`config.mk`:
```
export PLATFORM = sky130hd
export DESIGN_NAME = fp_wb_arbiter
export DESIGN_NICKNAME = d
export VERILOG_FILES = /design/src/rtl/riscv_types.sv /design/src/rtl/fp_wb_fifo.sv /design/src/rtl/fp_wb_arbiter.sv
export SDC_FILE = /design/constraint.sdc
export NUM_CORES = 1
export LEC_CHECK = 0
export CAP_MARGIN = 10
export CORE_AREA = 8 8 165 167
export DETAILED_ROUTE_END_ITERATION = 10
export DIE_AREA = 0 0 173 175
export PLACE_DENSITY_LB_ADDON = 0.2
export REMOVE_ABC_BUFFERS = 1
export SYNTH_ARGS = -nofsm -noshare
export SYNTH_HDL_FRONTEND = slang
export SYNTH_HIERARCHICAL = 1
export SYNTH_SLANG_ARGS = --single-unit
```
`constraint.sdc`:
```
create_clock -name clk -period 15.3 [get_ports clk]
set_input_delay 1.53 -clock clk [delete_from_list [all_inputs] [get_ports clk]]
set_output_delay 1.53 -clock clk [all_outputs]
set_load 0.005 [all_outputs]
```
`src/rtl/riscv_types.sv`:
```
// Shared FP writeback types: the buffered result entry and the canonical quiet NaN.
// The FP_WB_CANON_NAN_EN build option uses fp_canon_nan() on every result leaving the arbiter.
package riscv_types;

  localparam int unsigned FP_RD_MAX_W  = 8;
  localparam logic [31:0] FP_CANON_NAN = 32'h7FC0_0000;

  typedef struct packed {
    logic [31:0]            result;
    logic [FP_RD_MAX_W-1:0] rd;
    logic                   fp_reg_write;
  } fp_wb_entry_t;

  // Any NaN (exponent all ones, mantissa non-zero) collapses to the canonical quiet NaN.
  function automatic logic [31:0] fp_canon_nan(input logic [31:0] x);
    if ((x[30:23] == 8'hFF) && (x[22:0] != 23'd0)) return FP_CANON_NAN;
    return x;
  endfunction

endpackage

```
`src/rtl/fp_wb_fifo.sv`:
```
// Per-source result buffer. An empty FIFO that is pushed and popped in the same
// cycle forwards the incoming entry straight through without storing it.
module fp_wb_fifo
  import riscv_types::*;
#(
  parameter  int unsigned DEPTH = 2,
  localparam int unsigned AW    = $clog2(DEPTH),
  localparam int unsigned CW    = AW + 1
) (
  input  logic         clk,
  input  logic         rst,
  input  logic         clear,
  input  logic         push,
  input  fp_wb_entry_t wdata,
  input  logic         pop,
  output fp_wb_entry_t head,
  output logic         avail,
  output logic         drop,
  output logic [CW-1:0] count
);

  fp_wb_entry_t  mem [DEPTH];
  logic [AW-1:0] wr_ptr;
  logic [AW-1:0] rd_ptr;
  logic          empty;
  logic          full;
  logic          bypass;
  logic          do_push;
  logic          do_pop;

  assign empty   = (count == '0);
  assign full    = (count == CW'(DEPTH));
  assign bypass  = empty & push & pop;
  assign do_pop  = pop & ~empty;
  assign do_push = push & ~bypass & (~full | do_pop);
  assign drop    = push & full & ~pop;
  assign avail   = ~empty | push;
  assign head    = empty ? wdata : mem[rd_ptr];

  // Pointers wrap naturally because DEPTH is a power of two.
  always_ff @(posedge clk or negedge rst) begin
    if (!rst) begin
      wr_ptr <= '0;
      rd_ptr <= '0;
      count  <= '0;
    end else if (clear) begin
      wr_ptr <= '0;
      rd_ptr <= '0;
      count  <= '0;
    end else begin
      if (do_push) wr_ptr <= wr_ptr + AW'(1);
      if (do_pop)  rd_ptr <= rd_ptr + AW'(1);
      count <= count + CW'(do_push) - CW'(do_pop);
    end
  end

  always_ff @(posedge clk) begin
    if (do_push && !clear) mem[wr_ptr] <= wdata;
  end

endmodule

```
`src/rtl/fp_wb_arbiter.sv`:
```
// Round-robin writeback arbiter merging FP unit results into one registered port.
// Define FP_WB_CANON_NAN_EN to canonicalise NaN results as they are loaded.
module fp_wb_arbiter
  import riscv_types::*;
#(
  parameter  int unsigned NUM_SRC    = 3,
  parameter  int unsigned DEPTH      = 2,
  parameter  int unsigned addr_width = 5,
  localparam int unsigned SRC_W      = (NUM_SRC > 1) ? $clog2(NUM_SRC) : 1,
  localparam int unsigned CNT_W      = $clog2(DEPTH) + 1
) (
  input  logic                          clk,
  input  logic                          rst,
  input  logic [NUM_SRC-1:0]            src_valid,
  input  logic [NUM_SRC*32-1:0]         src_result,
  input  logic [NUM_SRC*addr_width-1:0] src_rd,
  input  logic [NUM_SRC-1:0]            src_fp_reg_write,
  input  logic [NUM_SRC-1:0]            clear,
  output logic [NUM_SRC-1:0]            stall_o,
  input  logic                          wb_ready,
  output logic                          wb_valid,
  output logic [31:0]                   wb_result,
  output logic [addr_width-1:0]         wb_rd,
  output logic                          wb_fp_reg_write,
  output logic [SRC_W-1:0]              wb_src,
  output logic                          ovf_o
);

  fp_wb_entry_t       push_data [NUM_SRC];
  fp_wb_entry_t       head      [NUM_SRC];
  logic [CNT_W-1:0]   count     [NUM_SRC];
  logic [NUM_SRC-1:0] push;
  logic [NUM_SRC-1:0] pop;
  logic [NUM_SRC-1:0] avail;
  logic [NUM_SRC-1:0] drop;
  logic [SRC_W-1:0]   rr;

  logic               out_clear_c;
  logic               load_c;
  logic               gnt_found_c;
  logic [SRC_W-1:0]   gnt_idx_c;
  fp_wb_entry_t       sel_c;
  logic [31:0]        sel_result_c;

  for (genvar g = 0; g < NUM_SRC; g++) begin : g_src
    assign push[g] = src_valid[g] & ~clear[g];
    assign push_data[g].result       = src_result[g*32 +: 32];
    assign push_data[g].rd           = FP_RD_MAX_W'(src_rd[g*addr_width +: addr_width]);
    assign push_data[g].fp_reg_write = src_fp_reg_write[g];
    assign pop[g]     = load_c & gnt_found_c & (gnt_idx_c == SRC_W'(g));
    assign stall_o[g] = (count[g] >= CNT_W'(DEPTH - 1));

    fp_wb_fifo #(.DEPTH(DEPTH)) u_fifo (
      .clk   (clk),
      .rst   (rst),
      .clear (clear[g]),
      .push  (push[g]),
      .wdata (push_data[g]),
      .pop   (pop[g]),
      .head  (head[g]),
      .avail (avail[g]),
      .drop  (drop[g]),
      .count (count[g])
    );
  end

  // A flush of the presented source empties the output register this cycle.
  always_comb begin
    out_clear_c = 1'b0;
    for (int unsigned i = 0; i < NUM_SRC; i++) begin
      if (clear[i] && (wb_src == SRC_W'(i))) out_clear_c = 1'b1;
    end
  end

  assign load_c = ~wb_valid | wb_ready | out_clear_c;

  // Round-robin: first search rr..NUM_SRC-1, then wrap to 0..rr-1.
  always_comb begin
    gnt_found_c = 1'b0;
    gnt_idx_c   = '0;
    for (int unsigned i = 0; i < NUM_SRC; i++) begin
      if (!gnt_found_c && avail[i] && !clear[i] && (SRC_W'(i) >= rr)) begin
        gnt_found_c = 1'b1;
        gnt_idx_c   = SRC_W'(i);
      end
    end
    for (int unsigned i = 0; i < NUM_SRC; i++) begin
      if (!gnt_found_c && avail[i] && !clear[i]) begin
        gnt_found_c = 1'b1;
        gnt_idx_c   = SRC_W'(i);
      end
    end
  end

  always_comb begin
    sel_c = '0;
    for (int unsigned i = 0; i < NUM_SRC; i++) begin
      if (gnt_idx_c == SRC_W'(i)) sel_c = head[i];
    end
`ifdef FP_WB_CANON_NAN_EN
    sel_result_c = fp_canon_nan(sel_c.result);
`else
    sel_result_c = sel_c.result;
`endif
  end

  always_ff @(posedge clk or negedge rst) begin
    if (!rst) begin
      rr              <= '0;
      wb_valid        <= 1'b0;
      wb_result       <= '0;
      wb_rd           <= '0;
      wb_fp_reg_write <= 1'b0;
      wb_src          <= '0;
      ovf_o           <= 1'b0;
    end else begin
      if (|drop) ovf_o <= 1'b1;
      if (load_c) begin
        if (gnt_found_c) begin
          wb_valid        <= 1'b1;
          wb_result       <= sel_result_c;
          wb_rd           <= addr_width'(sel_c.rd);
          wb_fp_reg_write <= sel_c.fp_reg_write;
          wb_src          <= gnt_idx_c;
          rr              <= (gnt_idx_c == SRC_W'(NUM_SRC - 1)) ? '0 : gnt_idx_c + SRC_W'(1);
        end else begin
          wb_valid <= 1'b0;
        end
      end
    end
  end

endmodule

```
==> flow_metrics.tcl, run 1 <==
set metrics [dict create \
    first_pass_iters 5 \
    via_count 8784 \
    viasPerCell 5.73 \
    hold_violations 0 \
    drive_above_1_share_pct 14.9 \
    syn_area_per_cell_um2 13.1 \
    arrival_ns 6.41 \
    post-place-ws_ns 8.76 \
    cts_hold_buf 0 \
    synth_warnings 6 \
    utilization_pct 65.8 \
    post-route-period-util_pct 39.3 \
    max_cap_viol_count 0 \
    dp_hpwl_um 20900 \
    gp_congestion 0.794 \
    grt_setup_unrepaired "no" \
    finClkSkew_ns 0.00965 \
    synthCells 1053 \
    dpl.cell_count 1481 \
    clock-sinks 284 \
    start_util_pct 55.9 \
    antenna_found_initial 0 \
    powerDensity_nw_per_um2 163 \
    clock-root-buffer "clkbuf_16" \
    tritoncts "yes" \
    fin_cells 1534 \
    clk_path_buf_depth 3 \
    drt_iter0_drc 612 \
    postCtsSetupRepairBufs 0 \
    setup_ws_ns 9.29 \
    max_freq_ghz 0.166 \
    tightest_slew_ns 1.07 \
    period_needed_ns 6.01 \
    htreeDepth 1 \
    die_y_um 175 \
    required_ns 15.69 \
    synth_area_um2 13800 \
    grt_start_max_net_pins 77 \
    syn_to_final_growth_pct 17.7 \
    grt_pass1_vias 8551 \
    numCtsBuffers 29 \
    core_area_um2 24700 \
    grt_overflow 0 \
    cts.clk_slew.worst_paths_ns 0.06 \
    finalNetCount 1311 \
    numPortBuffers 167 \
    grtUsageTotal_pct 20.0 \
    post_cts_resized 0 \
    num_rows 58 \
    wl_per_cell_um 20.5 \
    cp-end-kind "flop" \
    drt-total-wl_um 31400 \
    ant_nets 0 \
    finalSetupTns_ns 0 \
    leakage_uw 0.00551 \
    path_class "input port to flop" \
    drc_errors 0 \
    ioPinCount 168 \
    diodes 0 \
    outcome "complete, no violations" \
    cp_max_fo 43 \
    relSlewSlack_pct 28.5 \
    die_w_um 173 \
    grt_pass1_wl_um 48800 \
    power.total_uw 2650 \
    clkLatencyLatePin_ns 0.53 \
    irDropWorstVdd_mv 0.0964 \
    setup_violations 0 \
    start_kind "input port" \
    dieArea_um2 30300 \
    drv_slew 0 \
    hold_path.class "flop to flop" \
]
==> path summary, 6_finish.rpt <==
kind | start | end | slack, ns | cells past startpoint
worst max-delay path | clear[1] | g_src[2].u_fifo/count[1]$_DFF_PN0_ | 9.29 | 17
worst min-delay path | ovf_o$_DFFE_PN0P_ | ovf_o$_DFFE_PN0P_ | 0.51 | 1
worst max register to register | g_src[1].u_fifo/count[1]$_DFF_PN0_ | g_src[2].u_fifo/count[1]$_DFF_PN0_ | 10.73 | 15
worst min register to register | ovf_o$_DFFE_PN0P_ | ovf_o$_DFFE_PN0P_ | 0.51 | 1
max in group asynchronous | rst | g_src[0].u_fifo/rd_ptr$_DFFE_PN0P_ | 13.60 | 2
min in group asynchronous | rst | wb_valid$_DFFE_PN0P_ | 1.16 | 2
==> worst max-delay path, stage by stage <==
cell	delay (ns)
clkdlybuf4s50_1	0.75
nor2b_1	0.19
or3_1	0.35
and2b_2	0.51
nor3_4	0.23
buf_4	0.39
or2_2	0.21
buf_4	0.54
nor2_1	0.20
xnor2_1	0.19
o21ai_0	0.40
ha_1	0.31
inv_1	0.05
ha_1	0.14
xor2_1	0.18
and2_1	0.15
nor3_1	0.04
==> cells in the final DEF (no fill, tap or decap), drive strengths merged, types with 9 or more instances in the layout <==
| cell type | count |
|---|---|
| dfrtp | 56 |
| edfxtp | 228 |
| nor2b | 9 |
| inv | 44 |
| nor2 | 162 |
| a41oi | 39 |
| a211oi | 38 |
| mux2i | 115 |
| o31ai | 39 |
| a21oi | 117 |
| o21ai | 47 |
| clkdlybuf4s50 | 166 |
| clkinv | 18 |
| clkbuf | 32 |
| buf | 20 |
==> stage by stage <==
stage | instance area (um2) | hold slack, ns
floorplan | 13100 | 0.459
global placement | 15300 | 0.503
detailed placement | 15300 | 0.498
CTS | 16200 | 0.515
global route | 16200 | 0.539
finish | 16200 | 0.514
==> registers in the layout, indices dropped and copies added, names as in the netlist <==
name and flops:
g_src.u_fifo/count 6, g_src.u_fifo/mem 228, g_src.u_fifo/rd_ptr 3, g_src.u_fifo/wr_ptr 3
ovf_o 1, rr 2, wb_fp_reg_write 1, wb_rd 5
wb_result 32, wb_src 2, wb_valid 1
==> where the power goes <==
part / internal, uW / switching [uW] / leakage, uW
Clock: 383 / 282 / 0.000450
Sequential: 940 / 63.8 / 0.00276
Combinational: 413 / 564 / 0.00230
Total: 1740 / 909 / 0.00551
==> layer usage <==
metal  track usage (%)  vias to the layer above  part of all wire (%)
li1                  -                     4181                     -
met1              28.9                     4277                    46
met2              31.4                      282                    46
met3              2.76                       44                   5.3
met4              5.32                        0                   2.2
met5                 0                        -                     0
==> cell type report <==
class,count,area [um2]
Clock inverter,21,153
Fill cell,1896,8440
Sequential cell,284,8250
Timing Repair Buffer,186,1810
Tap cell,330,413
Inverter,44,165
Clock buffer,32,747
Multi-Input combinational cell,637,4700
Power figures use the tool's default switching activity.
==> inputs of run 2 (changes only) <==
--- a/config.mk
+++ b/config.mk
@@ -6,9 +6,9 @@
 export NUM_CORES = 1
 export LEC_CHECK = 0
 export CAP_MARGIN = 10
-export CORE_AREA = 8 8 165 167
+export CORE_AREA = 8 8 169 171
 export DETAILED_ROUTE_END_ITERATION = 10
-export DIE_AREA = 0 0 173 175
+export DIE_AREA = 0 0 177 179
 export PLACE_DENSITY_LB_ADDON = 0.2
 export REMOVE_ABC_BUFFERS = 1
 export SYNTH_ARGS = -nofsm -noshare
==> constraint.sdc (replaced) <==
create_clock -name clk -period 5.6 [get_ports clk]
set_input_delay 0.56 -clock clk [delete_from_list [all_inputs] [get_ports clk]]
set_output_delay 0.56 -clock clk [all_outputs]
set_load 0.005 [all_outputs]
==> run 2 against run 1 <==
  * Final cell count up 0.85%
  * Sequential share of layout area down 0.29 points
  * Die area up 4.7%
==> flow_metrics.tcl, run 2 (synthesis gave the netlist of run 1 again) <==
set metrics [dict create \
    required_ns 5.78 \
    grt_pass1_wl_um 49400 \
    largest_reg_flops 228 \
    worstReg2RegEnd "g_src[0].u_fifo/mem[1][22]$_DFFE_PP_" \
    tritoncts "yes" \
    power.total_uw 7300 \
    seqPwrFrac_pct 37.5 \
    cts.clk_slew.worst_paths_ns 0.07 \
    r2r_start "wb_src[0]$_DFFE_PN0P_" \
    die_w_um 177 \
    ioPinCount 168 \
    max_cap_viol_count 0 \
    period_needed_ns 4.08 \
    postCtsSetupRepairBufs 0 \
    final_cell_mix "edfxtp_1 (228), clkdlybuf4s50_1 (166), nor2_1 (162)" \
    p_sw_share_pct 34.1 \
    design_area_um2 16300 \
    drt-total-wl_um 32200 \
    post_cts_resized 0 \
    htreeDepth 1 \
    crit_chain "clkdlybuf4s50_1, nor2b_1, or3_1, or3b_2, a41o_2, nor3_1, xnor2_1, o21ai_0, nor3b_2, buf_4" \
    rr_worst_depth 9 \
    dpl.cell_count 1491 \
    cp-end-kind "flop" \
    via_count 8743 \
    path_class "input port to flop" \
    p_switching_uw 2490 \
    irDropWorstVdd_mv 0.298 \
    clock-root-buffer "clkbuf_16" \
    clkPwrFrac_pct 26.0 \
    dieArea_um2 31700 \
    die_y_um 179 \
    drc_errors 0 \
    start_util_pct 53.6 \
    grtUsageTotal_pct 19.8 \
    top_register "g_src.u_fifo/mem" \
    cp_slowest_cell "clkdlybuf4s50_1" \
    dp_hpwl_um 20700 \
    relSlewSlack_pct 45.6 \
    clock-sinks 284 \
    start_kind "input port" \
    reg_top3 "g_src.u_fifo/mem: 228 flops, wb_result: 32 flops, g_src.u_fifo/count: 6 flops" \
    first_pass_iters 5 \
    leakage_uw 0.00556 \
    core_area_um2 25800 \
    powerDensity_nw_per_um2 447 \
    gp_congestion 0.788 \
    clkLatencyLatePin_ns 0.55 \
    wl_per_cell_um 20.8 \
    setup_violations 0 \
    ant_nets 0 \
    max_stage_delay_ns 0.67 \
    arrival_ns 4.26 \
    tightest_slew_ns 0.816 \
    grt_overflow 0 \
    combPwrFrac_pct 36.6 \
    cts_hold_buf 0 \
    max_freq_ghz 0.245 \
    diodes 0 \
    grt_start_max_net_pins 77 \
    num_rows 59 \
    placed_area_um2 15400 \
    finalNetCount 1317 \
    rrSetupSlack_ns 2.11 \
    outcome "complete, no violations" \
    grt_pass1_vias 8536 \
    finClkSkew_ns 0.0142 \
    post-route-period-util_pct 72.9 \
    syn_to_final_growth_pct 18.4 \
    numCtsBuffers 30 \
    drive_above_1_share_pct 15.1 \
    grt_setup_unrepaired "no" \
    viasPerCell 5.65 \
    numPortBuffers 167 \
    drt_iter0_drc 849 \
    cp_max_fo 38 \
    antenna_found_initial 0 \
    mostFrequentLayoutCell "edfxtp_1" \
    cell_internal_pwr_uw 4810 \
    fin_cells 1547 \
    hold_path.class "input port to asynchronous set/reset pin" \
    hold_violations 0 \
    drv_slew 0 \
    clk_path_buf_depth 3 \
]
==> run 2: changes by cell type in the layout (fill, tap and decap cells not counted), moves of 2 or more <==
cell | previous run | this run
buf_4 | 19 | 24
clkbuf_1 | 2 | 10
clkbuf_16 | 29 | 31
clkbuf_8 | 1 | 4
clkinv_1 | 7 | 3
clkinv_2 | 10 | 6
==> run 2: per-stage QoR <==
stage,util (%),setup TNS (ns),worst slack [ns],hold WS (ns)
after detailed placement,59.7,0,0.996,0.478
after global placement,59.7,0,1.19,0.467
after CTS,63.4,0,1.56,0.179
final,63.4,0,1.52,0.157
after global routing,63.4,0,1.33,0.229
after floorplan,-,-484.57,-2.28,0.264
==> run 2: area by class of cell <==
cell class	instances	area, um2
clock buffer	45	868
multi-input combinational	637	4700
inverter	44	165
timing repair buffer	191	1850
sequential	284	8250
fill	1992	9430
clock inverter	11	80.1
tap	335	419
==> run 2: per-layer routing <==
metal	vias to the layer above	part of all wire (%)	GRT usage (%)
met5	-	0	0
met4	0	1.8	4.41
met3	42	6.8	4.00
met2	282	45	30.0
met1	4222	46	29.0
li1	4197	-	-
==> run 2: critical path, delay by kind of cell <==
| kind | cells | cell delay, ns |
|---|---|---|
| AOI/OAI and AO/OA | 2 | 0.54 |
| xor gates and xnor gates | 1 | 0.21 |
| buffers and inverters | 2 | 1.14 |
| and+or+nand+nor | 5 | 1.77 |
==> run 2: how the worst max path moves through the flow <==
stage	startpoint	slack, ns	to	cells past startpoint
6_report	clear[0]	1.52	g_src[0].u_fifo/mem[1][22]$_DFFE_PP_	10
5_1_grt	clear[0]	1.33	g_src[0].u_fifo/mem[1][28]$_DFFE_PP_	10
3_5_place_dp	clear[0]	1.0	g_src[0].u_fifo/mem[1][2]$_DFFE_PP_	10
3_3_place_gp	clear[0]	1.19	g_src[0].u_fifo/mem[1][2]$_DFFE_PP_	10
4_1_cts	clear[0]	1.56	g_src[0].u_fifo/mem[1][4]$_DFFE_PP_	10
2_1_floorplan	src_valid[1]	-2.28	g_src[0].u_fifo/mem[1][0]$_DFFE_PP_	9
==> run 2: power by group through the flow <==
| stage | Clock [uW] | Sequential [uW] | Combinational, uW |
|---|---|---|---|
| 5_1_grt | 2000 | 2760 | 2900 |
| 6_report | 1900 | 2740 | 2670 |
| 2_1_floorplan | 0 | 2780 | 1600 |
| 3_5_place_dp | 0 | 2780 | 2660 |
| 3_3_place_gp | 0 | 2770 | 2630 |
| 4_1_cts | 1930 | 2740 | 2680 |
==> inputs of run 3 (changes only) <==
--- a/config.mk
+++ b/config.mk
@@ -6,9 +6,9 @@
 export NUM_CORES = 1
 export LEC_CHECK = 0
 export CAP_MARGIN = 10
-export CORE_AREA = 8 8 169 171
+export CORE_AREA = 8 8 178 180
 export DETAILED_ROUTE_END_ITERATION = 10
-export DIE_AREA = 0 0 177 179
+export DIE_AREA = 0 0 186 188
 export PLACE_DENSITY_LB_ADDON = 0.2
 export REMOVE_ABC_BUFFERS = 1
 export SYNTH_ARGS = -nofsm -noshare
==> constraint.sdc (replaced) <==
create_clock -name clk -period 3.7 [get_ports clk]
set_input_delay 0.37 -clock clk [delete_from_list [all_inputs] [get_ports clk]]
set_output_delay 0.37 -clock clk [all_outputs]
set_load 0.005 [all_outputs]
==> run 3 against run 2 <==
  * Sequential power is 53% higher
  * Die area is 10% higher
  * The run now ends with hold timing left
  * Via count is 0.62% higher
  * First-iteration DRC count is 13% lower
  * Routed wire length is 3.0% higher
  * Critical endpoint is now g_src[0].u_fifo/count[0]$_DFF_PN0_
  * Clock skew is 0.0022 ns lower
  * Total power is 51% higher
  * Utilization is 6.4 points lower
==> flow_metrics.tcl, run 3 (synthesis gave the netlist of run 1 again) <==
set metrics [dict create \
    outcome "complete, but fails checks" \
    violations "hold timing" \
    seqPwrFrac_pct 38.0 \
    hold_violations 14 \
    grtUsageTotal_pct 18.5 \
    grt_pass1_wl_um 51000 \
    drv_slew 0 \
    diodes 0 \
    fin_cells 1616 \
    reg_top3 "g_src.u_fifo/mem: 228 flops, wb_result: 32 flops, g_src.u_fifo/count: 6 flops" \
    grt_setup_unrepaired "no" \
    viasPerCell 5.44 \
    postCtsSetupRepairBufs 0 \
    finClkSkew_ns 0.0120 \
    period_needed_ns 3.25 \
    largest_reg_flops 228 \
    finalNetCount 1331 \
    core_area_um2 29000 \
    relSlewSlack_pct 16.7 \
    powerDensity_nw_per_um2 667 \
    wl_per_cell_um 20.5 \
    grt_pass1_vias 8721 \
    path_class "flop to flop" \
    clock-sinks 284 \
    cts.clk_slew.worst_paths_ns 0.06 \
    clkLatencyLatePin_ns 0.54 \
    numCtsBuffers 30 \
    max_freq_ghz 0.308 \
    grt_overflow 0 \
    p_switching_uw 3780 \
    tritoncts "yes" \
    first_pass_iters 6 \
    dp_hpwl_um 22100 \
    post_cts_resized 0 \
    via_count 8797 \
    design_area_um2 16500 \
    leakage_uw 0.00561 \
    die_w_um 186 \
    die_y_um 188 \
    start_util_pct 47.6 \
    dpl.cell_count 1560 \
    syn_to_final_growth_pct 19.8 \
    cp-end-kind "flop" \
    required_ns 4.13 \
    cp_max_fo 7 \
    mostFrequentLayoutCell "edfxtp_1" \
    gp_congestion 0.801 \
    num_rows 63 \
    drt-total-wl_um 33100 \
    rrSetupSlack_ns 0.45 \
    clkPwrFrac_pct 25.0 \
    p_sw_share_pct 34.3 \
    drive_above_1_share_pct 15.7 \
    hold_path.class "input port to asynchronous set/reset pin" \
    final_cell_mix "edfxtp_1 (228), clkdlybuf4s50_1 (166), nor2_1 (162)" \
    power.total_uw 11000 \
    cts_hold_buf 0 \
    setup_violations 0 \
    cell_internal_pwr_uw 7240 \
    combPwrFrac_pct 37.0 \
    numPortBuffers 167 \
    grt_start_max_net_pins 57 \
    post-route-period-util_pct 87.8 \
    arrival_ns 3.67 \
    ioPinCount 168 \
    drt_iter0_drc 739 \
    htreeDepth 1 \
    max_cap_viol_count 0 \
    drc_errors 0 \
    placed_area_um2 15600 \
    start_kind "flop" \
    utilization_pct 57.0 \
    ant_nets 0 \
    dieArea_um2 35000 \
    clock-root-buffer "clkbuf_16" \
    antenna_found_initial 0 \
    irDropWorstVdd_mv 0.429 \
    clk_path_buf_depth 3 \
    top_register "g_src.u_fifo/mem" \
    tightest_slew_ns 1.25 \
    hold_slack_ns -0.00941 \
]
## run 3: final cells by class
class,count,area [um2]
tap,390,488
clock buffer,46,862
sequential,284,8250
inverter,44,165
timing repair buffer,205,2010
fill,2493,12500
clock inverter,10,42.5
multi-input combinational,637,4700
## run 3: critical path: stages (launching register included)
cell,delay (ns)
dfrtp_1,0.47
or3_1,0.18
or3b_2,0.53
a41o_2,0.31
nor3_1,0.36
xnor2_1,0.16
o21ai_0,0.43
ha_1,0.32
inv_1,0.05
ha_1,0.21
nor2b_1,0.12
## run 3: power by group through the flow
stage / sequential, uW / combinational, uW / clock, uW
global route: 4230 / 4430 / 2940
finish: 4180 / 4080 / 2760
detailed placement: 4250 / 4080 / 0
floorplan: 4210 / 2410 / 0
CTS: 4190 / 4090 / 2820
global placement: 4250 / 4040 / 0
## run 3: metal layers
metal | track usage [%] | wire [um] | part of all wire (%)
met4 | 4.67 | 674 | 2.0
met3 | 2.79 | 1990 | 6.0
met5 | 0 | 0 | 0
met2 | 27.2 | 14600 | 44
met1 | 28.0 | 15800 | 48
## run 3: per-stage QoR
| stage | TNS [ns] | setup WS (ns) |
|---|---|---|
| 3_3_place_gp | 0 | 0.0287 |
| 4_1_cts | 0 | 0.480 |
| 5_1_grt | 0 | 0.189 |
| 3_5_place_dp | -0.0135 | -0.0135 |
| 2_1_floorplan | -901.57 | -3.99 |
| 6_report | 0 | 0.451 |
## run 3: final timing paths
path                                                    start                                   end  cells past startpoint
min reg2reg                                 ovf_o$_DFFE_PN0P_                     ovf_o$_DFFE_PN0P_                      1
min                                                       rst             wb_result[12]$_DFFE_PN0P_                      2
max in group asynchronous                                 rst    g_src[1].u_fifo/rd_ptr$_DFFE_PN0P_                      2
max reg2reg                g_src[0].u_fifo/count[1]$_DFF_PN0_    g_src[0].u_fifo/count[0]$_DFF_PN0_                     10
max                        g_src[0].u_fifo/count[1]$_DFF_PN0_    g_src[0].u_fifo/count[0]$_DFF_PN0_                     10
min in group clk                               src_result[10]  g_src[0].u_fifo/mem[0][19]$_DFFE_PP_                      1
==> patch 1, RTL diff (settings of run 2) <==
Reset style: synchronous (`rst`), changed in 2 clocked blocks.
--- a/src/rtl/fp_wb_fifo.sv
+++ b/src/rtl/fp_wb_fifo.sv
@@ -38,7 +38,7 @@
   assign head    = empty ? wdata : mem[rd_ptr];
 
   // Pointers wrap naturally because DEPTH is a power of two.
-  always_ff @(posedge clk or negedge rst) begin
+  always_ff @(posedge clk) begin
     if (!rst) begin
       wr_ptr <= '0;
       rd_ptr <= '0;
--- a/src/rtl/fp_wb_arbiter.sv
+++ b/src/rtl/fp_wb_arbiter.sv
@@ -104,7 +104,7 @@
 `endif
   end
 
-  always_ff @(posedge clk or negedge rst) begin
+  always_ff @(posedge clk) begin
     if (!rst) begin
       rr              <= '0;
       wb_valid        <= 1'b0;
Function: differs if rst is asserted again (counterexample within 4 cycles, from zero or initial values and one cycle with rst low); with rst held inactive, the same outputs for 4 cycles.
==> patch 1 against run 2 <==
  * Worst setup slack worse by 19 ps
  * Clock skew is 7.1 ps higher
  * Cell count is 0.39% higher
  * Worst hold slack improved by 320 ps
  * Count of clock-buffer cells in the layout shrank 6
  * Critical path type unchanged
  * Die area unchanged
  * Final area is 4.4% lower
  * Utilization fell by 2.8 points
  * Wire length about the same
  * Critical endpoint is now g_src[1].u_fifo/count[1]$_SDFF_PP0_
  * Maximum frequency down 0.46%
  * Highest routed layer unchanged
  * Area after synthesis decreased by 6.3%
  * Sequential cell count grew 3
Power is not compared: it rests on default switching activity, and its combinational part moved more than twofold at a synthesized area within 25%.
==> patch 1: results <==
metrics = {
    "global_route": {
        "grt_pass1_vias": 8608,
        "grt_pass1_wl_um": 49400,
        "grt_max_degree": 77,
        "met2_usage_pct": 32.1,
        "use_met3_pct": 3.62,
        "grt_use_met1_pct": 27.8,
        "grt_usage_pct": 19.9,
        "antenna_found_initial": 0,
    },
    "clocking": {
        "clock_path_buffers": 3,
        "ctsResizeCount": 0,
        "cts_max_level": 1,
        "post_cts_buffers": 0,
        "cts_made_buffers": 30,
        "clkSlewWorstSetupHoldPaths_ps": 60,
        "cts_tree": "yes",
        "clk_latency_ps": 550,
        "cts-root-buf": "clkbuf_16",
    },
    "layout": {
        "n_fill_cell": 2053,
        "final_layout_size_suffix_gt1_share_pct": 9.69,
        "reg_top3": "g_src.u_fifo/mem x228, wb_result x32, g_src.u_fifo/count x6",
        "nets": 1323,
        "antenna_cells": 0,
    },
    "placement": {
        "io_buffers": 167,
        "place.gp.congestion": 0.768,
        "dp_hpwl_um": 20600,
    },
    "worst_hold_path": {
        "hp-class": "register to register",
        "hp-start": "wb_result[9]$_SDFFE_PN0P_",
        "min_path_cells": 2,
    },
    "setup_path": {
        "path_max_fanout": 24,
        "reg2reg_depth": 14,
        "cp_slowest_stage_delay_ps": 390,
        "worstPathArrival_ps": 4550,
        "cp_slowest_cell": "clkdlybuf4s50_1",
        "rr_startpoint": "g_src[1].u_fifo/count[0]$_SDFF_PP0_",
        "startpoint": "clear[1]",
    },
    "drt": {
        "drt_iter0_markers": 824,
        "top_layer": "met4",
        "dr.pass1.iters": 7,
        "met3_length_um": 2310,
        "via_count": 8761,
        "wl_met1_um": 14300,
        "postRouteWirelength_um": 32200,
        "wl_met2_um": 15000,
    },
    "pwr": {
        "vdd_drop_max_mv": 0.195,
        "leakagePower_nw": 5.10,
        "switching_share_pct": 23.3,
    },
    "timing": {
        "clock_skew_ps": 21.3,
        "worst_pin_slew_ps": 1090,
    },
    "synthesis": {
        "synth_warnings": 6,
    },
    "outcome": {
        "outcome": "finished clean",
    },
}
-- patch 1: worst paths after layout --
path	end	slack (ps)
worst max-delay path	g_src[1].u_fifo/count[1]$_SDFF_PP0_	1500
worst min-delay path	wb_result[9]$_SDFFE_PN0P_	470
worst max register to register	g_src[1].u_fifo/count[1]$_SDFF_PP0_	1880
worst min register to register	wb_result[9]$_SDFFE_PN0P_	470
-- patch 1: stage by stage --
step / cells / setup slack (ps) / total power [mW] / instance area (um2)
floorplan: 974 / -1550 / 2.70 / 12400
global placement: 1497 / 1050 / 3.01 / 14700
detailed placement: 1497 / 965 / 3.01 / 14700
CTS: 1553 / 1520 / 4.84 / 15600
global route: 1553 / 1170 / 4.98 / 15600
finish: 1553 / 1500 / 4.80 / 15600
-- patch 1: worst max-delay path, delay by kind of cell --
| kind | cells | cell delay (ps) |
|---|---|---|
| buffers and inverters | 5 | 1120 |
| AND/OR/NAND/NOR | 6 | 1500 |
| XOR/XNOR | 2 | 290 |
| adder cells (fa/ha/maj) | 2 | 440 |
| AO/OA/AOI/OAI | 2 | 650 |
-- patch 1: layout make-up --
| class | instances | area [um2] | share of cell area, % |
|---|---|---|---|
| clock buffers | 39 | 836 | 5.35 |
| well taps | 335 | 419 | 2.68 |
| inverters | 9 | 33.8 | 0.216 |
| repair buffers | 188 | 1820 | 11.7 |
| clock inverters | 17 | 87.6 | 0.561 |
| multi-input cells | 678 | 4380 | 28.0 |
| flip-flops and latches | 287 | 8030 | 51.5 |
-- patch 1: power groups by stage --
stage | logic, mW | registers (mW) | clock network, mW
CTS | 0.553 | 2.42 | 1.87
floorplan | 0.250 | 2.45 | 0
finish | 0.549 | 2.42 | 1.83
global placement | 0.546 | 2.46 | 0
detailed placement | 0.550 | 2.46 | 0
global route | 0.600 | 2.42 | 1.95
==> patch 2, RTL diff (flow settings as in run 2) <==
Made on the original files. Build with the macro `FP_WB_CANON_NAN_EN` defined.
--- a/src/rtl/fp_wb_arbiter.sv
+++ b/src/rtl/fp_wb_arbiter.sv
@@ -1,5 +1,7 @@
 // Round-robin writeback arbiter merging FP unit results into one registered port.
 // Define FP_WB_CANON_NAN_EN to canonicalise NaN results as they are loaded.
+`define FP_WB_CANON_NAN_EN
+
 module fp_wb_arbiter
   import riscv_types::*;
 #(
Check against the original RTL: not equivalent (Yosys sat finds a counterexample within 4 cycles, from zero or initial values and one cycle with rst low).
==> patch 2 against run 2 <==
  * Synthesized cell count decreased by 5.1%
  * Wire length decreased by 1.1%
  * Power decreased by 4.3%
  * Final area decreased by 3.8%
  * Register-to-register slack got worse by 290 ps
  * Sequential cell count unchanged
  * Worst setup slack got worse by 190 ps
  * Largest cell class unchanged
  * Sequential share of layout area increased by 2.0 points
  * Area after synthesis decreased by 7.7%
  * First-iteration DRC count decreased by 11%
==> patch 2: results <==
metrics = {
    "outcome": {
        "outcome": "finished clean",
    },
    "clocking": {
        "ctsResizeCount": 0,
        "clk_latency_ps": 540,
        "clkSlewWorstSetupHoldPaths_ps": 60,
        "cts_max_level": 1,
        "cts-root-buf": "clkbuf_16",
        "cts_made_buffers": 30,
        "post_cts_buffers": 0,
        "clock_path_buffers": 3,
    },
    "layout": {
        "n_fill_cell": 2022,
        "nets": 1279,
        "reg_top3": "g_src.u_fifo/mem x228, wb_result x32, g_src.u_fifo/count x6",
        "final_layout_size_suffix_gt1_share_pct": 10.1,
    },
    "global_route": {
        "antenna_found_initial": 2,
        "grt_max_degree": 77,
        "grt_pass1_wl_um": 48300,
        "grt_usage_pct": 19.7,
    },
    "placement": {
        "dp_hpwl_um": 20400,
        "dp_slack_ps": 823,
        "place.gp.congestion": 0.780,
        "io_buffers": 167,
    },
    "pwr": {
        "vdd_drop_max_mv": 0.373,
        "leakagePower_nw": 5.46,
    },
    "drt": {
        "via_count": 8286,
        "dr.pass1.iters": 7,
        "avgRoutedWirePerCell_um": 21.1,
        "drt_iter0_markers": 755,
    },
    "timing": {
        "slew_violations": 0,
        "clock_skew_ps": 14.6,
        "worst_pin_slew_ps": 1090,
    },
    "setup_path": {
        "cp_slowest_stage_delay_ps": 790,
        "critPathTopFamily": "simple AND/OR/NAND/NOR gates",
        "worstPathArrival_ps": 4670,
        "cp_slowest_cell": "clkdlybuf4s50_1",
        "path_max_fanout": 24,
        "reg2reg_depth": 12,
    },
    "floorplan": {
        "rows": 59,
    },
    "worst_hold_path": {
        "hp-class": "primary input to async pin",
    },
    "synthesis": {
        "synth_warnings": 6,
    },
}
[patch 2: cell types whose count changed in the layout (fill, tap and decap cells not counted), moves of 30 or more]
cell      change
nor2_1       -35
nand2_1      +81
a211oi_2     -35
inv_1        -37
o31ai_2      -34
mux2_2       +30
[patch 2: metrics by stage]
step                      area [um2]  cells  TNS [ps]
after floorplan                12400    934   -123100
after global placement         14700   1453         0
after detailed placement       14700   1453         0
after CTS                      15700   1508         0
after global routing           15700   1509         0
final                          15700   1509         0
[patch 2: cell type report]
cell class	count	area, um2	area share [%]
inverter	7	26.3	0.167
tap	335	419	2.67
antenna	1	2.50	0.0159
clock buffer	38	812	5.17
clock inverter	17	189	1.20
timing repair buffer	184	1810	11.5
multi-input combinational	643	4200	26.7
sequential	284	8250	52.5
[patch 2: path summary, 6_finish.rpt]
kind,start,to,slack (ps)
worst max-delay path,clear[0],g_src[1].u_fifo/count[1]$_DFF_PN0_,1330
worst min-delay path,rst,g_src[2].u_fifo/count[0]$_DFF_PN0_,140
worst max register to register,g_src[0].u_fifo/count[1]$_DFF_PN0_,g_src[1].u_fifo/count[1]$_DFF_PN0_,1820
worst min register to register,wb_result[30]$_DFFE_PN0P_,wb_result[30]$_DFFE_PN0P_,480
max in group asynchronous,rst,g_src[1].u_fifo/rd_ptr$_DFFE_PN0P_,4860
min in group clk,wb_result[30]$_DFFE_PN0P_,wb_result[30]$_DFFE_PN0P_,480
[patch 2: power breakdown]
group	leakage [nW]	internal (mW)	switching, mW
Sequential	2.76	2.57	0.221
Clock	0.486	1.21	0.791
Combinational	2.22	1.02	1.19
Total	5.46	4.79	2.20
[patch 2: metal layers]
| metal | track usage (%) | wire length (um) |
|---|---|---|
| met1 | 26.3 | 13900 |
| met2 | 33.0 | 15300 |
| met3 | 3.50 | 2140 |
| met4 | 4.45 | 479 |
| met5 | 0 | 13 |
